## src/rtl/sha256_msg_ctrl.sv

```systemverilog
// SHA-256 message controller: pads a byte-length message stream into
// 16-word blocks, feeds the engine FIFO and sequences the engine per block.
module sha256_msg_ctrl (
    input  logic         clk,
    input  logic         rstn,
    input  logic [31:0]  len_i,
    input  logic         start_i,
    input  logic         abort_i,
    input  logic         in_valid_i,
    input  logic [31:0]  in_dat_i,
    output logic         in_ready_o,
    output logic         fifo_wr_en_o,
    output logic [31:0]  fifo_wr_dat_o,
    input  logic         fifo_full_i,
    output logic         eng_rstn_o,
    output logic         eng_start_o,
    input  logic         eng_ready_i,
    input  logic [255:0] eng_hash_i,
    output logic         busy_o,
    output logic         done_o,
    output logic [255:0] hash_o,
    output logic [26:0]  blk_cnt_o
);

    typedef enum logic [2:0] {
        S_IDLE, S_ERST, S_FILL, S_START, S_WAIT, S_DONE, S_ABRT
    } state_t;

    state_t         r_state;
    logic [31:0]    r_len;
    logic [26:0]    r_nblk;      // total blocks B for this message
    logic [30:0]    r_nin;       // input words to consume
    logic [3:0]     r_wib;       // word index inside the current block
    logic [1:0]     r_rcnt;      // engine reset pulse length counter
    logic           r_wr_en;
    logic [31:0]    r_wr_dat;
    logic           r_eng_rstn;
    logic           r_eng_start;
    logic           r_busy;
    logic           r_done;
    logic [255:0]   r_hash;
    logic [26:0]    r_blk_cnt;

    logic [30:0]    w_j;
    logic [30:0]    w_p;
    logic [30:0]    w_end;
    logic           w_need;
    logic           w_fire;
    logic           w_more;
    logic [31:0]    w_word;
    logic [26:0]    w_start_nblk;
    logic [30:0]    w_start_nin;

    // B = floor((L+8)/64)+1, split so the +8 carry only depends on L[5:0]
    assign w_start_nblk = {1'b0, len_i[31:6]} + {26'd0, (len_i[5:0] >= 6'd56)} + 27'd1;
    assign w_start_nin  = {1'b0, len_i[31:2]} + {30'd0, |len_i[1:0]};

    assign w_j    = {r_blk_cnt, r_wib};
    assign w_p    = {1'b0, r_len[31:2]};
    assign w_end  = {r_nblk, 4'b0000};
    assign w_need = (w_j < r_nin);
    assign w_more = ({1'b0, r_blk_cnt} + 28'd1) < {1'b0, r_nblk};

    assign in_ready_o = (r_state == S_FILL) && w_need && !fifo_full_i;
    assign w_fire     = (r_state == S_FILL) && !abort_i && !fifo_full_i &&
                        (!w_need || in_valid_i);

    // Content of global word j: data, 0x80 terminator, zero fill, length field
    always_comb begin
        w_word = 32'h0;
        if (w_j == w_end - 31'd1) begin
            w_word = {r_len[28:0], 3'b000};
        end else if (w_j == w_end - 31'd2) begin
            w_word = {29'd0, r_len[31:29]};
        end else if (w_j < w_p) begin
            w_word = in_dat_i;
        end else if (w_j == w_p) begin
            case (r_len[1:0])
                2'd0:    w_word = 32'h8000_0000;
                2'd1:    w_word = {in_dat_i[31:24], 24'h80_0000};
                2'd2:    w_word = {in_dat_i[31:16], 16'h8000};
                default: w_word = {in_dat_i[31:8], 8'h80};
            endcase
        end
    end

    // Control FSM with registered outputs; abort preempts every busy state
    always_ff @(posedge clk or negedge rstn) begin
        if (!rstn) begin
            r_state     <= S_IDLE;
            r_len       <= 32'd0;
            r_nblk      <= 27'd0;
            r_nin       <= 31'd0;
            r_wib       <= 4'd0;
            r_rcnt      <= 2'd0;
            r_wr_en     <= 1'b0;
            r_wr_dat    <= 32'd0;
            r_eng_rstn  <= 1'b0;
            r_eng_start <= 1'b0;
            r_busy      <= 1'b0;
            r_done      <= 1'b0;
            r_hash      <= 256'd0;
            r_blk_cnt   <= 27'd0;
        end else begin
            r_wr_en <= 1'b0;
            r_done  <= 1'b0;
            if (abort_i && r_state != S_IDLE && r_state != S_ABRT) begin
                r_state     <= S_ABRT;
                r_eng_rstn  <= 1'b0;
                r_eng_start <= 1'b0;
                r_rcnt      <= 2'd0;
            end else begin
                case (r_state)
                    S_IDLE: begin
                        r_eng_rstn <= 1'b1;
                        if (start_i) begin
                            r_len      <= len_i;
                            r_nblk     <= w_start_nblk;
                            r_nin      <= w_start_nin;
                            r_blk_cnt  <= 27'd0;
                            r_eng_rstn <= 1'b0;
                            r_rcnt     <= 2'd0;
                            r_busy     <= 1'b1;
                            r_state    <= S_ERST;
                        end
                    end
                    S_ERST: begin
                        if (r_rcnt == 2'd0) begin
                            r_rcnt <= 2'd1;
                        end else if (r_rcnt == 2'd1) begin
                            r_rcnt     <= 2'd2;
                            r_eng_rstn <= 1'b1;
                        end else if (eng_ready_i) begin
                            r_wib   <= 4'd0;
                            r_state <= S_FILL;
                        end
                    end
                    S_FILL: begin
                        if (w_fire) begin
                            r_wr_en  <= 1'b1;
                            r_wr_dat <= w_word;
                            r_wib    <= r_wib + 4'd1;
                            if (r_wib == 4'd15) begin
                                r_eng_start <= 1'b1;
                                r_state     <= S_START;
                            end
                        end
                    end
                    S_START: begin
                        if (!eng_ready_i) begin
                            r_eng_start <= 1'b0;
                            r_state     <= S_WAIT;
                        end
                    end
                    S_WAIT: begin
                        if (eng_ready_i) begin
                            r_blk_cnt <= r_blk_cnt + 27'd1;
                            if (w_more) begin
                                r_wib   <= 4'd0;
                                r_state <= S_FILL;
                            end else begin
                                r_hash  <= eng_hash_i;
                                r_done  <= 1'b1;
                                r_state <= S_DONE;
                            end
                        end
                    end
                    S_DONE: begin
                        r_busy  <= 1'b0;
                        r_state <= S_IDLE;
                    end
                    S_ABRT: begin
                        if (r_rcnt == 2'd0) begin
                            r_rcnt <= 2'd1;
                        end else begin
                            r_eng_rstn <= 1'b1;
                            r_busy     <= 1'b0;
                            r_state    <= S_IDLE;
                        end
                    end
                    default: r_state <= S_IDLE;
                endcase
            end
        end
    end

    assign fifo_wr_en_o  = r_wr_en;
    assign fifo_wr_dat_o = r_wr_dat;
    assign eng_rstn_o    = r_eng_rstn;
    assign eng_start_o   = r_eng_start;
    assign busy_o        = r_busy;
    assign done_o        = r_done;
    assign hash_o        = r_hash;
    assign blk_cnt_o     = r_blk_cnt;

endmodule

```

## config.mk

```make
export PLATFORM = sky130hd
export DESIGN_NAME = sha256_msg_ctrl
export DESIGN_NICKNAME = d
export VERILOG_FILES = /design/src/rtl/sha256_msg_ctrl.sv
export SDC_FILE = /design/constraint.sdc
export NUM_CORES = 1
export LEC_CHECK = 0
export CORE_AREA = 2 2 254 256
export CTS_CLUSTER_DIAMETER = 120
export DETAILED_ROUTE_END_ITERATION = 10
export DIE_AREA = 0 0 256 258
export SLEW_MARGIN = 20
export SYNTH_ARGS = -nofsm -noshare
export SYNTH_HDL_FRONTEND = slang
export SYNTH_SLANG_ARGS = --single-unit
export TNS_END_PERCENT = 1
```

## constraint.sdc

```tcl
create_clock -name clk -period 10.2 [get_ports clk]
set_input_delay 3.06 -clock clk [delete_from_list [all_inputs] [get_ports clk]]
set_output_delay 3.06 -clock clk [all_outputs]
set_load 0.03 [all_outputs]
```

## Word level (Yosys, flattened, before mapping)

Index checks and enable logic that the tools add are counted.
W data, S select, Z words.

| storage, ports and cells | value |
|---|---|
| latch bits | 0 |
| ROM bits | 0 |
| logic and storage cells | 147 |
| input port bits | 327 |
| memories | 0 |
| bits in writable memories | 0 |
| output and inout port bits | 321 |
| register bits after elaboration | 419 |

| operators by class | value |
|---|---|
| div/mod/pow operators | 0 |
| reduce and logical (&&, ||, !) cells | 31 |
| equality and inequality tests | 34 |
| add/subtract/negate cells | 8 |
| multipliers | 0 |
| shift-type cells | 0 |
| $lt $le $gt $ge | 4 |
| bitwise logic cells | 2 |
| mux-type cells | 54 |

Operators by type and width:

| kind | count |
|---|---|
| $mux W32 | 4 |
| $pmux W32 S3 | 1 |
| $eq A31 B31 Y1 | 2 |
| $add A27 B1 Y27 const B | 2 |
| $mux W27 | 2 |
| $pmux W27 S2 | 1 |
| $mux W3 | 11 |
| $add A30 B1 Y31 | 1 |
| $eq A31 B30 Y1 | 1 |
| $lt A31 B30 Y1 | 1 |
| $lt A31 B31 Y1 | 1 |
| $sub A31 B1 Y31 const B | 1 |
| $sub A31 B2 Y31 const B | 1 |
| $ne A3 B3 Y1 const B | 10 |
| $add A27 B1 Y28 const B | 1 |
| $lt A28 B27 Y1 | 1 |
| $add A26 B1 Y27 | 1 |
| $mux W4 | 6 |
| $reduce_and A4 Y1 | 6 |
| $mux W1 | 18 |
| $pmux W3 S6 | 1 |
| $ne A2 B2 Y1 const B | 8 |
| $pmux W4 S3 | 1 |
| $reduce_bool A3 Y1 | 4 |
| 27 further kinds | 47 |

## Depth between registers and ports, before layout

| depth | value |
|---|---|
| word-level depth | 7 |
| gate-level depth with buffers | 19 |
| depth with buffers taken out | 18 |

## Worst setup path before layout

OpenSTA, ideal clock, no wires.

| path | value |
|---|---|
| path type | input port to output port |
| start point | in fifo_full_i |
| end point | out in_ready_o |
| data required time | 7.140 ns |
| arrival time | 4.074 ns |
| setup slack | 3.066 ns |
| stages on the path | 2 |
| path buffers | 0 |
| cells stage by stage | or2_2 nor3_1 |

| on the way | value |
|---|---|
| longest elaborated chain between the ends | 2 |

RTL lines:

| what | line | RTL |
|---|---|---|
| start, declared | 14 | `input logic fifo_full_i,` |
| $logic_not A1 Y1 | 64 | `assign in_ready_o = (r_state == S_FILL) && w_need && !fifo_full_i;` |
| $logic_and A1 B1 Y1 | 64 |  |
| end, declared | 11 | `output logic in_ready_o,` |

Every way passes these cells.

## Worst setup path after layout

Same ends and word-level chain as after synthesis.

==> impl_metrics.yaml <==
grt:
  antenna_found_initial: 14
  grt_overflow: 0
  grt_start_max_net_pins: 169
  grt.total_usage_pct: 25.1
  grt_pass1_vias: 17400
  grt_pass1_wl_mm: 122
power:
  p_leak_uw: 0.0135
  p_switching_uw: 2060
  clockPowerShare_pct: 32.7
  p_int_uw: 3880
  power.total_uw: 5930
  vdd_drop_max_v: 0.000119
  pwr-share-comb_pct: 29.7
  power_density_nw_per_um2: 197
  switching_share_pct: 34.7
  pwr-share-seq_pct: 37.7
critical_path:
  critPathSlowestCell: "clkdlybuf4s50_1"
  reg2reg_depth: 16
  cpLargestDelayFamily: "buffers and inverters"
  cp-start-kind: "input pin"
  reg2reg_setup_slack_ns: 3.83
  reg2reg_to: "hash_o[38]"
  cp_cell_sequence: "clkdlybuf4s50_1, or2_2, nor3_1, clkdlybuf4s50_1"
  arrival_ns: 4.78
  crit_path_max_fanout: 3
  critPathMaxStageDelay_ns: 0.72
  cp-end-kind: "primary output"
  cp_common_cell: "clkdlybuf4s50_1"
  crit_buf_inv: 2
  r2r-start: "blk_cnt_o[0]"
  crit_required_ns: 7.14
  worstSetupPathType: "in2out"
route:
  wl_per_cell_um: 24.8
  drcViolationCount: 0
  drt-pass1-iter-count: 5
  viasPerCell: 5.07
  routed_wl_mm: 85.0
  ant_nets: 0
  drt_iter0_markers: 1173
  via_count: 17400
sta:
  fin_crit_sh_pct: 76.8
  period_minus_slack_ns: 7.84
  fin_skew_ns: 0.0196
  grt_setup_unrepaired: "no"
  fmax_ghz: 0.128
  holdWs_ns: 0.494
  slew_viol_final: 0
  finalHoldViolCount: 0
  slew_headroom_pct: 31.3
  worstMarginPinSlew_ns: 1.03
  fin_tns_setup_ns: 0
  setup_viol: 0
finish:
  nNetsFinal: 2953
  final-instance-count-excl-fill: 3431
  drive_above_1_share_pct: 15.1
  mostFrequentLayoutCells: "646 x clkdlybuf4s50_1, 419 x dfrtp_1, 261 x mux2_2"
  mostFrequentLayoutCell: "clkdlybuf4s50_1"
  syn2layout_area_growth_pct: 43.5
yosys:
  mappedNetlistArea_um2: 21000
  synth_fa_ha_area_share_pct: 5.67
  synth_mux_area_share_pct: 14.7
  synth_enable_flop_cells: 0
  netlist_instances: 1923
  synth_top_family_by_area: "multiplexers"
  postSynth.asyncResetShare_pct: 100
  synth_cell_type_count: 65
  yosys_warnings: 0
  synth_compound_area_share_pct: 10.3
  synth-xor-area-share_pct: 4.31
  seq_area_frac_synth_pct: 50.0
  syn_nets: 2345
  synth-seq-cells: 419
  synth_area_per_cell_um2: 10.9
  synth_simple_gate_area_share_pct: 10.6
  ys.flop_type: "dfrtp_1"
clock_tree:
  clk_pin_slew_worst_paths_ns: 0.06
  cts_htree_levels: 2
  cts_resized: 0
  root_buffer: "clkbuf_16"
  cts_made_buffers: 49
  cts_tree: "built"
  clkSinkCount: 419
  clk_path_buf_depth: 3
  cts_setup_buffers: 0
  clk-insertion-delay-late_ns: 0.60
  cts-hold-fix-buffers: 0
outcome:
  outcome: "complete, no violations"
placement:
  port_buffers: 647
  dpl.hpwl_mm: 67.7
  gp_congestion: 0.928
  placed_cells: 3335
floorplan:
  core-area_um2: 63600
  die_h_um: 258
  die_w_um: 256
  rows: 93
  die-area_um2: 66000
  boundaryPins: 648
  initial_core_util_pct: 32.9
run:
  drv_cap: 0
min_path:
  holdPathEnd: "eng_rstn_o"
  worstHoldPathCells: 2
  min_from: "eng_rstn_o"
  hp-class: "reg2reg"
per-layer routing:
layer	global-route usage, %	share of wire [%]
met1	30.2	39
met5	0	0.13
met2	44.8	51
met4	7.76	3.0
met3	5.31	6.4
cells in the mapped netlist (14+ instances only):
library cell / instances / share of area [%]
dfrtp_1: 419 / 50
nand2_1: 137 / 2.5
ha_1: 95 / 5.7
and3_1: 24 / 0.72
nor3_1: 31 / 0.74
nor4_1: 17 / 0.51
a21oi_1: 94 / 2.2
nor2_1: 105 / 1.9
mux2i_1: 14 / 0.67
xnor2_1: 51 / 2.1
nand4_1: 26 / 0.78
nand3_1: 47 / 1.1
a21o_1: 29 / 1.0
clkbuf_1: 76 / 1.4
mux2_2: 261 / 14
o21ai_0: 102 / 2.4
xor2_1: 52 / 2.2
inv_1: 119 / 2.1
buf_2: 33 / 0.79
a22o_1: 25 / 1.0
a22oi_1: 14 / 0.50
sequential cells by signal (all words and copies together), names as in the netlist:
register       flops
r_nin             31
eng_rstn_o         1
r_wib              4
r_len             32
done_o             1
fifo_wr_dat_o     32
blk_cnt_o         27
r_rcnt             2
r_nblk            27
fifo_wr_en_o       1
eng_start_o        1
r_state            3
hash_o           256
busy_o             1
worst max-delay path by stage:
stage,start,to,slack (ns),cells after the start
3_3_place_gp,fifo_full_i,in_ready_o,2.33,4
4_1_cts,fifo_full_i,in_ready_o,2.33,4
2_1_floorplan,fifo_full_i,in_ready_o,3.07,2
3_5_place_dp,fifo_full_i,in_ready_o,2.34,4
5_1_grt,fifo_full_i,in_ready_o,2.27,4
6_report,fifo_full_i,in_ready_o,2.36,4
power by group through the flow:
| stage | clock network (µW) | registers [µW] | logic [µW] |
|---|---|---|---|
| 5_1_grt | 2050 | 2280 | 1940 |
| 3_3_place_gp | 0 | 2250 | 1720 |
| 3_5_place_dp | 0 | 2260 | 1760 |
| 6_report | 1940 | 2240 | 1760 |
| 2_1_floorplan | 0 | 2350 | 897 |
| 4_1_cts | 1990 | 2230 | 1770 |
kinds of logic (layout without fill, tap and decap cells):
| logic type | Yosys count | in the layout |
|---|---|---|
| flip-flops | 419 | 419 |
| XOR/XNOR | 103 | 103 |
| multiplexers | 275 | 275 |
| buffers and inverters | 232 | 880 |
| adder cells (fa/ha/maj) | 95 | 95 |
| AO/OA/AOI/OAI | 344 | 344 |
| AND/OR/NAND/NOR | 455 | 455 |
| other | 0 | 5 |
cell type report:
| cell class | instances | area [µm²] |
|---|---|---|
| Sequential cell | 419 | 10500 |
| Timing Repair Buffer | 670 | 6690 |
| Fill cell | 5893 | 33600 |
| Multi-Input combinational cell | 1272 | 9580 |
| Tap cell | 855 | 1070 |
| Inverter | 119 | 447 |
| Clock buffer | 72 | 1480 |
| Antenna cell | 5 | 12.5 |
| Clock inverter | 19 | 303 |
metrics by stage:
step	utilization, %	instance area (µm²)	worst slack [ns]
6_report	47.3	30100	2.36
3_3_place_gp	44.4	28300	2.33
5_1_grt	47.2	30100	2.27
2_1_floorplan	-	21000	3.07
4_1_cts	47.2	30100	2.33
3_5_place_dp	44.4	28300	2.34
worst min-delay path: cells and delay by family (launching register included):
family | cells | cell delay [ns]
and+or+nand+nor | 1 | 0.05
DFF | 1 | 0.35
AOI/OAI and AO/OA | 1 | 0.06
Power figures use the tool's default switching activity.
